==> src/rtl/psd_pkg.sv <==
// Shared types and default widths for the pulse-shape-discrimination integrator.
package psd_pkg;

  typedef enum logic [1:0] {
    IDLE      = 2'd0,
    DELAY     = 2'd1,
    INTEGRATE = 2'd2,
    HOLD      = 2'd3
  } state_e;

  localparam logic MODE_SQUARE = 1'b0;
  localparam logic MODE_ABS    = 1'b1;

  localparam int DEF_DATA_W = 20;
  localparam int DEF_CNT_W  = 10;
  localparam int DEF_ACC_W  = 48;

endpackage

==> src/rtl/psd_sat_accumulator.sv <==
// Baseline-subtracted amplitude (squared or magnitude) feeding a saturating
// accumulator with a sticky saturation flag; exposes its next-state values.
module psd_sat_accumulator
  import psd_pkg::*;
#(
  parameter int DATA_W = DEF_DATA_W,
  parameter int ACC_W  = DEF_ACC_W
) (
  input  logic              clk,
  input  logic              nrst,
  input  logic [DATA_W-1:0] sample_i,
  input  logic [DATA_W-1:0] baseline_i,
  input  logic              mode_i,
  input  logic              clr_i,
  input  logic              en_i,
  output logic [ACC_W-1:0]  acc_d_o,
  output logic              sat_d_o
);

  logic [ACC_W-1:0]      acc_q;
  logic                  sat_q;
  logic signed [DATA_W:0] diff;
  logic [DATA_W:0]       mag;
  logic [2*DATA_W:0]     mag_x;
  logic [2*DATA_W:0]     sq;
  logic [ACC_W-1:0]      amp;
  logic [ACC_W-1:0]      base;
  logic                  sat_base;
  logic [ACC_W:0]        sum;

  assign diff  = $signed({1'b0, sample_i}) - $signed({1'b0, baseline_i});
  assign mag   = diff[DATA_W] ? -diff : diff;
  // |diff| <= 2^DATA_W-1, so its square always fits in 2*DATA_W+1 bits.
  assign mag_x = {{DATA_W{1'b0}}, mag};
  assign sq    = mag_x * mag_x;

  always_comb begin
    amp = '0;
    if (mode_i == MODE_ABS) amp[DATA_W:0]   = mag;
    else                    amp[2*DATA_W:0] = sq;
  end

  // A clear on the same cycle as an enable starts the new sum from zero.
  assign base     = clr_i ? '0 : acc_q;
  assign sat_base = clr_i ? 1'b0 : sat_q;
  assign sum      = {1'b0, base} + {1'b0, amp};

  always_comb begin
    acc_d_o = base;
    sat_d_o = sat_base;
    if (en_i) begin
      if (sum[ACC_W]) begin
        acc_d_o = '1;
        sat_d_o = 1'b1;
      end else begin
        acc_d_o = sum[ACC_W-1:0];
      end
    end
  end

  always_ff @(posedge clk or negedge nrst) begin
    if (!nrst) begin
      acc_q <= '0;
      sat_q <= 1'b0;
    end else begin
      acc_q <= acc_d_o;
      sat_q <= sat_d_o;
    end
  end

endmodule

==> src/rtl/psd_window_integrator.sv <==
// Triggered windowed PSD integrator with valid/ready result hand-off.
// Optional PSD_LONG_INTEGRAL_EN adds result_long, an integral over [0, win_end).
module psd_window_integrator
  import psd_pkg::*;
#(
  parameter int DATA_W = DEF_DATA_W,
  parameter int CNT_W  = DEF_CNT_W,
  parameter int ACC_W  = DEF_ACC_W
) (
  input  logic              clk,
  input  logic              nrst,
  input  logic              sample_valid,
  input  logic [DATA_W-1:0] sample,
  input  logic [DATA_W-1:0] baseline,
  input  logic              trigger,
  input  logic [CNT_W-1:0]  win_start,
  input  logic [CNT_W-1:0]  win_end,
  input  logic              mode,
  input  logic              out_ready,
  output logic [ACC_W-1:0]  result,
  output logic              result_valid,
  output logic              busy,
  output logic              overflow
`ifdef PSD_LONG_INTEGRAL_EN
  ,
  output logic [ACC_W-1:0]  result_long
`endif
);

  state_e           state_q, state_d;
  logic [CNT_W-1:0] idx_q, idx_d;
  logic [CNT_W-1:0] ws_q, ws_d;
  logic [CNT_W-1:0] we_q, we_d;
  logic             mode_q, mode_d;
  logic [ACC_W-1:0] result_q, result_d;
  logic             ovf_q, ovf_d;

  logic [CNT_W-1:0] eff_ws, eff_we, cur_idx;
  logic             eff_mode;
  logic             active, take, in_win, last, acc_clr;
  logic [ACC_W-1:0] acc_d;
  logic             sat_d, sat_any_d;

  // Control view of the current cycle; on the trigger cycle the live config
  // applies so a sample arriving with the trigger is handled as index 0.
  always_comb begin
    eff_ws   = ws_q;
    eff_we   = we_q;
    eff_mode = mode_q;
    cur_idx  = idx_q;
    active   = 1'b0;
    acc_clr  = 1'b0;
    case (state_q)
      IDLE: begin
        if (trigger) begin
          eff_ws   = win_start;
          eff_we   = win_end;
          eff_mode = mode;
          cur_idx  = '0;
          acc_clr  = 1'b1;
          active   = (win_end > win_start);
        end
      end
      DELAY, INTEGRATE: active = 1'b1;
      default: active = 1'b0;
    endcase
    take   = active & sample_valid;
    in_win = (cur_idx >= eff_ws);
    last   = (cur_idx == eff_we - CNT_W'(1));
  end

  psd_sat_accumulator #(
    .DATA_W (DATA_W),
    .ACC_W  (ACC_W)
  ) u_acc (
    .clk        (clk),
    .nrst       (nrst),
    .sample_i   (sample),
    .baseline_i (baseline),
    .mode_i     (eff_mode),
    .clr_i      (acc_clr),
    .en_i       (take & in_win),
    .acc_d_o    (acc_d),
    .sat_d_o    (sat_d)
  );

`ifdef PSD_LONG_INTEGRAL_EN
  logic [ACC_W-1:0] acc_long_d, result_long_q, result_long_d;
  logic             sat_long_d;

  psd_sat_accumulator #(
    .DATA_W (DATA_W),
    .ACC_W  (ACC_W)
  ) u_acc_long (
    .clk        (clk),
    .nrst       (nrst),
    .sample_i   (sample),
    .baseline_i (baseline),
    .mode_i     (eff_mode),
    .clr_i      (acc_clr),
    .en_i       (take),
    .acc_d_o    (acc_long_d),
    .sat_d_o    (sat_long_d)
  );

  assign sat_any_d = sat_d | sat_long_d;

  always_comb begin
    result_long_d = result_long_q;
    if (state_q == IDLE && trigger) result_long_d = '0;
    if (take && last)               result_long_d = acc_long_d;
  end

  always_ff @(posedge clk or negedge nrst) begin
    if (!nrst) result_long_q <= '0;
    else       result_long_q <= result_long_d;
  end

  assign result_long = result_long_q;
`else
  assign sat_any_d = sat_d;
`endif

  always_comb begin
    state_d  = state_q;
    idx_d    = idx_q;
    ws_d     = ws_q;
    we_d     = we_q;
    mode_d   = mode_q;
    result_d = result_q;
    ovf_d    = ovf_q;
    case (state_q)
      IDLE: begin
        if (trigger) begin
          ws_d     = win_start;
          we_d     = win_end;
          mode_d   = mode;
          idx_d    = '0;
          result_d = '0;
          ovf_d    = 1'b0;
          state_d  = (win_end > win_start) ? DELAY : HOLD;
        end
      end
      HOLD:    if (out_ready) state_d = IDLE;
      default: ;
    endcase
    if (take) begin
      idx_d = cur_idx + CNT_W'(1);
      if (in_win) state_d = INTEGRATE;
      if (last) begin
        state_d  = HOLD;
        result_d = acc_d;
        ovf_d    = sat_any_d;
      end
    end
  end

  always_ff @(posedge clk or negedge nrst) begin
    if (!nrst) begin
      state_q  <= IDLE;
      idx_q    <= '0;
      ws_q     <= '0;
      we_q     <= '0;
      mode_q   <= MODE_SQUARE;
      result_q <= '0;
      ovf_q    <= 1'b0;
    end else begin
      state_q  <= state_d;
      idx_q    <= idx_d;
      ws_q     <= ws_d;
      we_q     <= we_d;
      mode_q   <= mode_d;
      result_q <= result_d;
      ovf_q    <= ovf_d;
    end
  end

  assign result       = result_q;
  assign result_valid = (state_q == HOLD);
  assign busy         = (state_q != IDLE);
  assign overflow     = ovf_q;

endmodule
==> config.mk <==
export PLATFORM = sky130hd
export DESIGN_NAME = psd_window_integrator
export DESIGN_NICKNAME = d
export VERILOG_FILES = /design/src/rtl/psd_pkg.sv /design/src/rtl/psd_sat_accumulator.sv /design/src/rtl/psd_window_integrator.sv
export SDC_FILE = /design/constraint.sdc
export NUM_CORES = 1
export LEC_CHECK = 0
export BUFFER_PORTS_ARGS = -buffer_cell sky130_fd_sc_hd__buf_4
export CORE_MARGIN = 2
export CORE_UTILIZATION = 30
export CTS_CLUSTER_DIAMETER = 60
export DETAILED_ROUTE_END_ITERATION = 10
export GPL_TIMING_DRIVEN = 0
export PLACE_DENSITY = 0.55
export SLEW_MARGIN = 20
export SYNTH_ARGS = -nofsm -noshare
export SYNTH_HDL_FRONTEND = slang
export SYNTH_HIERARCHICAL = 1
export SYNTH_SLANG_ARGS = --single-unit
==> constraint.sdc <==
create_clock -name clk -period 7.6 [get_ports clk]
set_clock_uncertainty 0.15 [all_clocks]
set_input_delay 1.52 -clock clk [delete_from_list [all_inputs] [get_ports clk]]
set_output_delay 1.52 -clock clk [all_outputs]
set_load 0.05 [all_outputs]
==> results.toml, run 1 <==
[floorplan]
dieWidth_microns = 283
fp.dieH_microns = 283
core_area_sq_um = 77300
core.rowCount = 102
initial_core_util = 0.303
io_pins = 117
fp.dieArea_sq_um = 80300

[layout]
fin_area_sq_um = 29100
nets = 3554
final_cells = 3997
drive_gt1_frac = 0.205
areaGrowthSynthToFinish_pct = 24.5
insertedDiodeCount = 0
fin_util = 0.377
register_area_sq_um = 3280
fillers = 8020
multi_input_area_sq_um = 19000

[critical_path]
worstSetupEndpointType = "register"
critPathRequiredTime_ps = 7760
rrSetupSlack_ps = -90
cp_data_arrival_time_ps = 12980
crit_path_max_incr_delay_ps = 560
reg2reg_to = "result[38]"
critPathKind = "primary input to register"
rr_worst_depth = 29
path_max_fanout = 6
slowest_stage = "fa_1"
critPathMostFrequentCell = "fa_1"
r2r-start = "state_q[0]"
worst_setup_path_start_kind = "primary input"

[logic_synthesis]
yosys-top-cells-area = "fa_1, dfrtp_1, ha_1"
synth_most_common_cell = "inv_1"
synth_edf_count = 0
ys_seq_area_frac = 0.140
syn_inst = 2671
synth_seq_cells = 131
postSynth.asyncResetShare = 1.00
synth_top_area_frac = 0.268
synth_common_cells = "inv_1, fa_1, nand2_1, ha_1, nor2_1"
yosysTopAreaCell = "fa_1"
synth_area_sq_um = 23400
ys_warn_count = 6
syn_avg_cell_area_sq_um = 8.77
ys_types = 101
synthFlopType = "dfrtp_1"

[drt]
drcViolationCount = 0
firstDrtPassIters = 7
routed_wl_mm = 69.7
viasPerCell = 4.72
post_drt_wl_per_cell_microns = 17.4
drtAntennaViolNets = 0
drt_iter0_drc = 1200
dr_total_vias = 18878

[placement]
io_buffers = 115
hpwl_mm = 54.5
placed_area_sq_um = 26300
gp_congestion = 0.883
dpl.cell_count = 3841

[timing]
tightest_slew_ps = 888
fin_crit_sh = 1.69
slew_headroom = 0.402
setup_ws_ps = -5220
hold_viol_final = 0
clock.fmax_ghz = 0.0780
finalSetupViolCount = 98
fin_hold_ws_ps = 337
min_period_ps = 12820
finalMaxSlewViolations = 0
rsz0062_at_grt = "true"

[worst_hold_path]
worstHoldStart = "ws_q[0]"
min_to = "ws_q[0]"
hold-path-cell-count = 2
holdCritPathClass = "register to register"

[global_routing]
grt_pass1_vias = 20049
grt_pass1_wl_mm = 112
antenna_found_initial = 0
grt-ovfl-total = 0
gr-usage-all-layers = 0.176
grt_max_degree = 71

[clocking]
numCtsBuffers = 17
cts_tree = "done"
cts.clk_slew.worst_paths_ps = 70
cts_num_sinks = 131
root_buffer = "clkbuf_16"
clockBufferDepth = 2
htreeDepth = 4
clock_latency_ps = 420

[outcome]
violations = "setup timing"
outcome = "finished, violations left"

[job]
drv_cap = 0
-- registers in the layout, indices dropped and copies added, names as in the netlist --
signal       cells
mode_q           1
overflow         1
u_acc/acc_q     48
ws_q            10
state_q          2
we_q            10
result          48
idx_q           10
u_acc/sat_q      1
-- kinds of logic after synthesis --
| family | after synthesis | synth area share |
|---|---|---|
| AND/OR/NAND/NOR | 711 | 0.144 |
| buffers and inverters | 653 | 0.112 |
| adder cells (fa/ha/maj) | 544 | 0.391 |
| AO/OA/AOI/OAI | 423 | 0.126 |
| XOR/XNOR | 132 | 0.0532 |
| flip-flops | 131 | 0.140 |
| multiplexers | 75 | 0.0327 |
| other | 2 | 0.000321 |
-- worst max path at each step --
stage	from	endpoint	slack, ps	cells past startpoint
floorplan	sample[0]	result[15]	-4590	49
global placement	sample[0]	result[20]	-6940	51
finish	sample[0]	result[21]	-5220	49
global route	sample[0]	result[9]	-5560	49
detailed placement	sample[0]	result[20]	-6950	50
CTS	sample[0]	result[20]	-4930	51
-- worst max-delay path, delay by kind of cell --
| kind | cells | cell delay (ps) |
|---|---|---|
| AOI/OAI and AO/OA | 18 | 4230 |
| xor gates and xnor gates | 2 | 440 |
| adders and majority gates | 11 | 4500 |
| buffers and inverters | 8 | 720 |
| muxes | 1 | 70 |
| and+or+nand+nor | 9 | 1500 |
-- layout make-up --
class | count | area share
inverters | 567 | 0.0744
plain buffers | 84 | 0.0275
flip-flops and latches | 131 | 0.112
well taps | 1040 | 0.0446
repair buffers | 242 | 0.0690
multi-input cells | 1901 | 0.652
clock buffers | 18 | 0.0151
clock inverters | 14 | 0.00476
-- through the flow --
stage	setup TNS (ps)	setup slack (ps)
floorplan	-435160	-4590
global placement	-654780	-6940
detailed placement	-655630	-6950
CTS	-469430	-4930
global route	-529040	-5560
finish	-496870	-5220
-- metal layers --
layer / routed length (microns) / vias up / global-route usage / share of wire
met2: 32800 / 407 / 0.293 / 0.47
met4: 1680 / 0 / 0.0407 / 0.024
met3: 2920 / 73 / 0.0190 / 0.042
met1: 32400 / 9288 / 0.246 / 0.46
li1: - / 9110 / - / -
met5: 0 / - / 0 / 0
-- layout by cell type (no fill, tap or decap), drive strengths merged, types with 16 or more instances in the layout --
master  count
nand3      36
nor2b      56
mux2i      70
nor3       21
clkbuf     58
xor2       54
a21oi     101
conb       16
a21o       50
inv       572
o22a       33
fa        314
ha        230
nand2     270
a31oi      20
nor2      198
dfrtp     131
xnor2      78
a211oi     26
nand4      19
nand2b     31
buf       286
o21ai      76
-- what timing repair did --
item | 4_1_cts | 5_1_grt
buffers inserted | 111 | 16
hold buffers | 0 | 0
gates cloned | 2 | 1
endpoints found under the setup margin | 98 | 98
pin swaps | 103 | 22
gates resized for setup | 187 | 69
Power of run 1 is left out: the tool's default activity adds up to more than one toggle a clock period on the data nets, which glitch-free logic cannot reach.
==> run 2: changes to the inputs <==
GPL_ROUTABILITY_DRIVEN = 0   (was unset)
SKIP_LAST_GASP = 1   (was unset)
==> run 2 against run 1 <==
Compared with the run above:
- via count increased by 0.30%
- die area unchanged
- largest cell class unchanged
- setup slack lost 2.5 ps
- the flow still finishes with violations (setup timing)
- design area is essentially flat
- critical endpoint is now result[23]
- maximum frequency is essentially flat
==> results.toml, run 2 (synthesized netlist as in run 1, its figures left out) <==
[critical_path]
crit_path_max_incr_delay_ps = 550
critPathRequiredTime_ps = 7760
worst_setup_path_start_kind = "primary input"
rr_worst_depth = 27
path_max_fanout = 6
rrSetupSlack_ps = -80
r2r-start = "state_q[0]"
cp_data_arrival_time_ps = 12980
critPathKind = "primary input to register"
worstSetupEndpointType = "register"
reg2reg_to = "result[35]"
critPathMostFrequentCell = "fa_1"
slowest_stage = "fa_1"

[layout]
register_area_sq_um = 3280
multi_input_area_sq_um = 19000
drive_gt1_frac = 0.203
layout_common_cells = "inv_1, fa_1, nand2_1, buf_4, ha_1"
final_common_cell = "inv_1"
fillers = 8020
areaGrowthSynthToFinish_pct = 24.5
nets = 3554
fin_util = 0.377
insertedDiodeCount = 0

[clocking]
htreeDepth = 4
clockBufferDepth = 2
cts.clk_slew.worst_paths_ps = 70
cts_tree = "done"
numCtsBuffers = 17
cts_num_sinks = 131
clock_latency_ps = 420
root_buffer = "clkbuf_16"

[drt]
post_drt_wl_per_cell_microns = 17.5
firstDrtPassIters = 7
drtAntennaViolNets = 0
dr_total_vias = 18935
drt_iter0_drc = 1114
drcViolationCount = 0
routed_wl_mm = 69.8
viasPerCell = 4.74

[global_routing]
antenna_found_initial = 0
grt_pass1_vias = 20044
gr-usage-all-layers = 0.176
grt_pass1_wl_mm = 112
grt_max_degree = 71
grt-ovfl-total = 0

[timing]
hold_viol_final = 0
slew_headroom = 0.381
clock.fmax_ghz = 0.0780
finalMaxSlewViolations = 0
tightest_slew_ps = 919
fin_hold_ws_ps = 335
finalSetupViolCount = 98
setup_ws_ps = -5220
rsz0062_at_grt = "true"
fin_crit_sh = 1.69
min_period_ps = 12820

[job]
drv_cap = 0

[placement]
hpwl_mm = 54.5
io_buffers = 115

[outcome]
violations = "setup timing"
outcome = "finished, violations left"

[worst_hold_path]
worstHoldStart = "ws_q[0]"
hold-path-cell-count = 2
min_to = "ws_q[0]"
holdCritPathClass = "register to register"

[floorplan]
core.rowCount = 102
fp.dieArea_sq_um = 80300
initial_core_util = 0.303
dieWidth_microns = 283
fp.dieH_microns = 283
io_pins = 117
core_area_sq_um = 77300
run 2: changes by cell type in the layout (fill, tap and decap cells not counted), sizes merged:
cell,change
buf,-1
clkbuf,+1
run 2: metal layers:
metal / wire (microns) / vias up / track usage
met4: 1730 / 0 / 0.0407
met5: 0 / - / 0
met1: 32200 / 9302 / 0.246
li1: - / 9119 / -
met2: 32700 / 432 / 0.294
met3: 3120 / 82 / 0.0190
run 2: repair_timing:
action	4_1_cts	5_1_grt
gates cloned	2	1
setup buffers	111	16
endpoints found under the setup margin	98	98
resized for setup	183	65
pin swaps	103	22
hold buffers	0	0
run 2: cell type report:
cell class,instances,share of cell area
multi-input cells,1901,0.652
flip-flops and latches,131,0.112
inverters,567,0.0744
repair buffers,242,0.0689
well taps,1040,0.0447
plain buffers,84,0.0275
clock buffers,18,0.0151
clock inverters,14,0.00477
run 2: worst max-delay path by stage:
stage,start,endpoint,slack [ps],depth (start not counted)
final,sample[0],result[23],-5220,49
after global routing,sample[0],result[9],-5560,49
after CTS,sample[0],result[20],-4930,51
after detailed placement,sample[0],result[20],-6950,50
after global placement,sample[0],result[20],-6940,51
after floorplan,sample[0],result[15],-4590,49
run 2: stage by stage:
stage	setup TNS (ps)	cell area, sq um	setup WS (ps)	std cells
2_1_floorplan	-435160	24100	-4590	2685
3_3_place_gp	-654780	26300	-6940	3840
3_5_place_dp	-655630	26300	-6950	3841
4_1_cts	-469620	28700	-4930	3983
5_1_grt	-529500	29100	-5560	3997
6_report	-496740	29100	-5220	3997
run 2: worst max-delay path, delay by kind of cell:
kind            cells  cell delay, ps
compound gates     18            4240
xor+xnor            2             440
fa+ha+maj          11            4490
buf+inv             8             700
mux                 1              70
simple gates        9            1500
Power of run 2 is left out for the same reason.
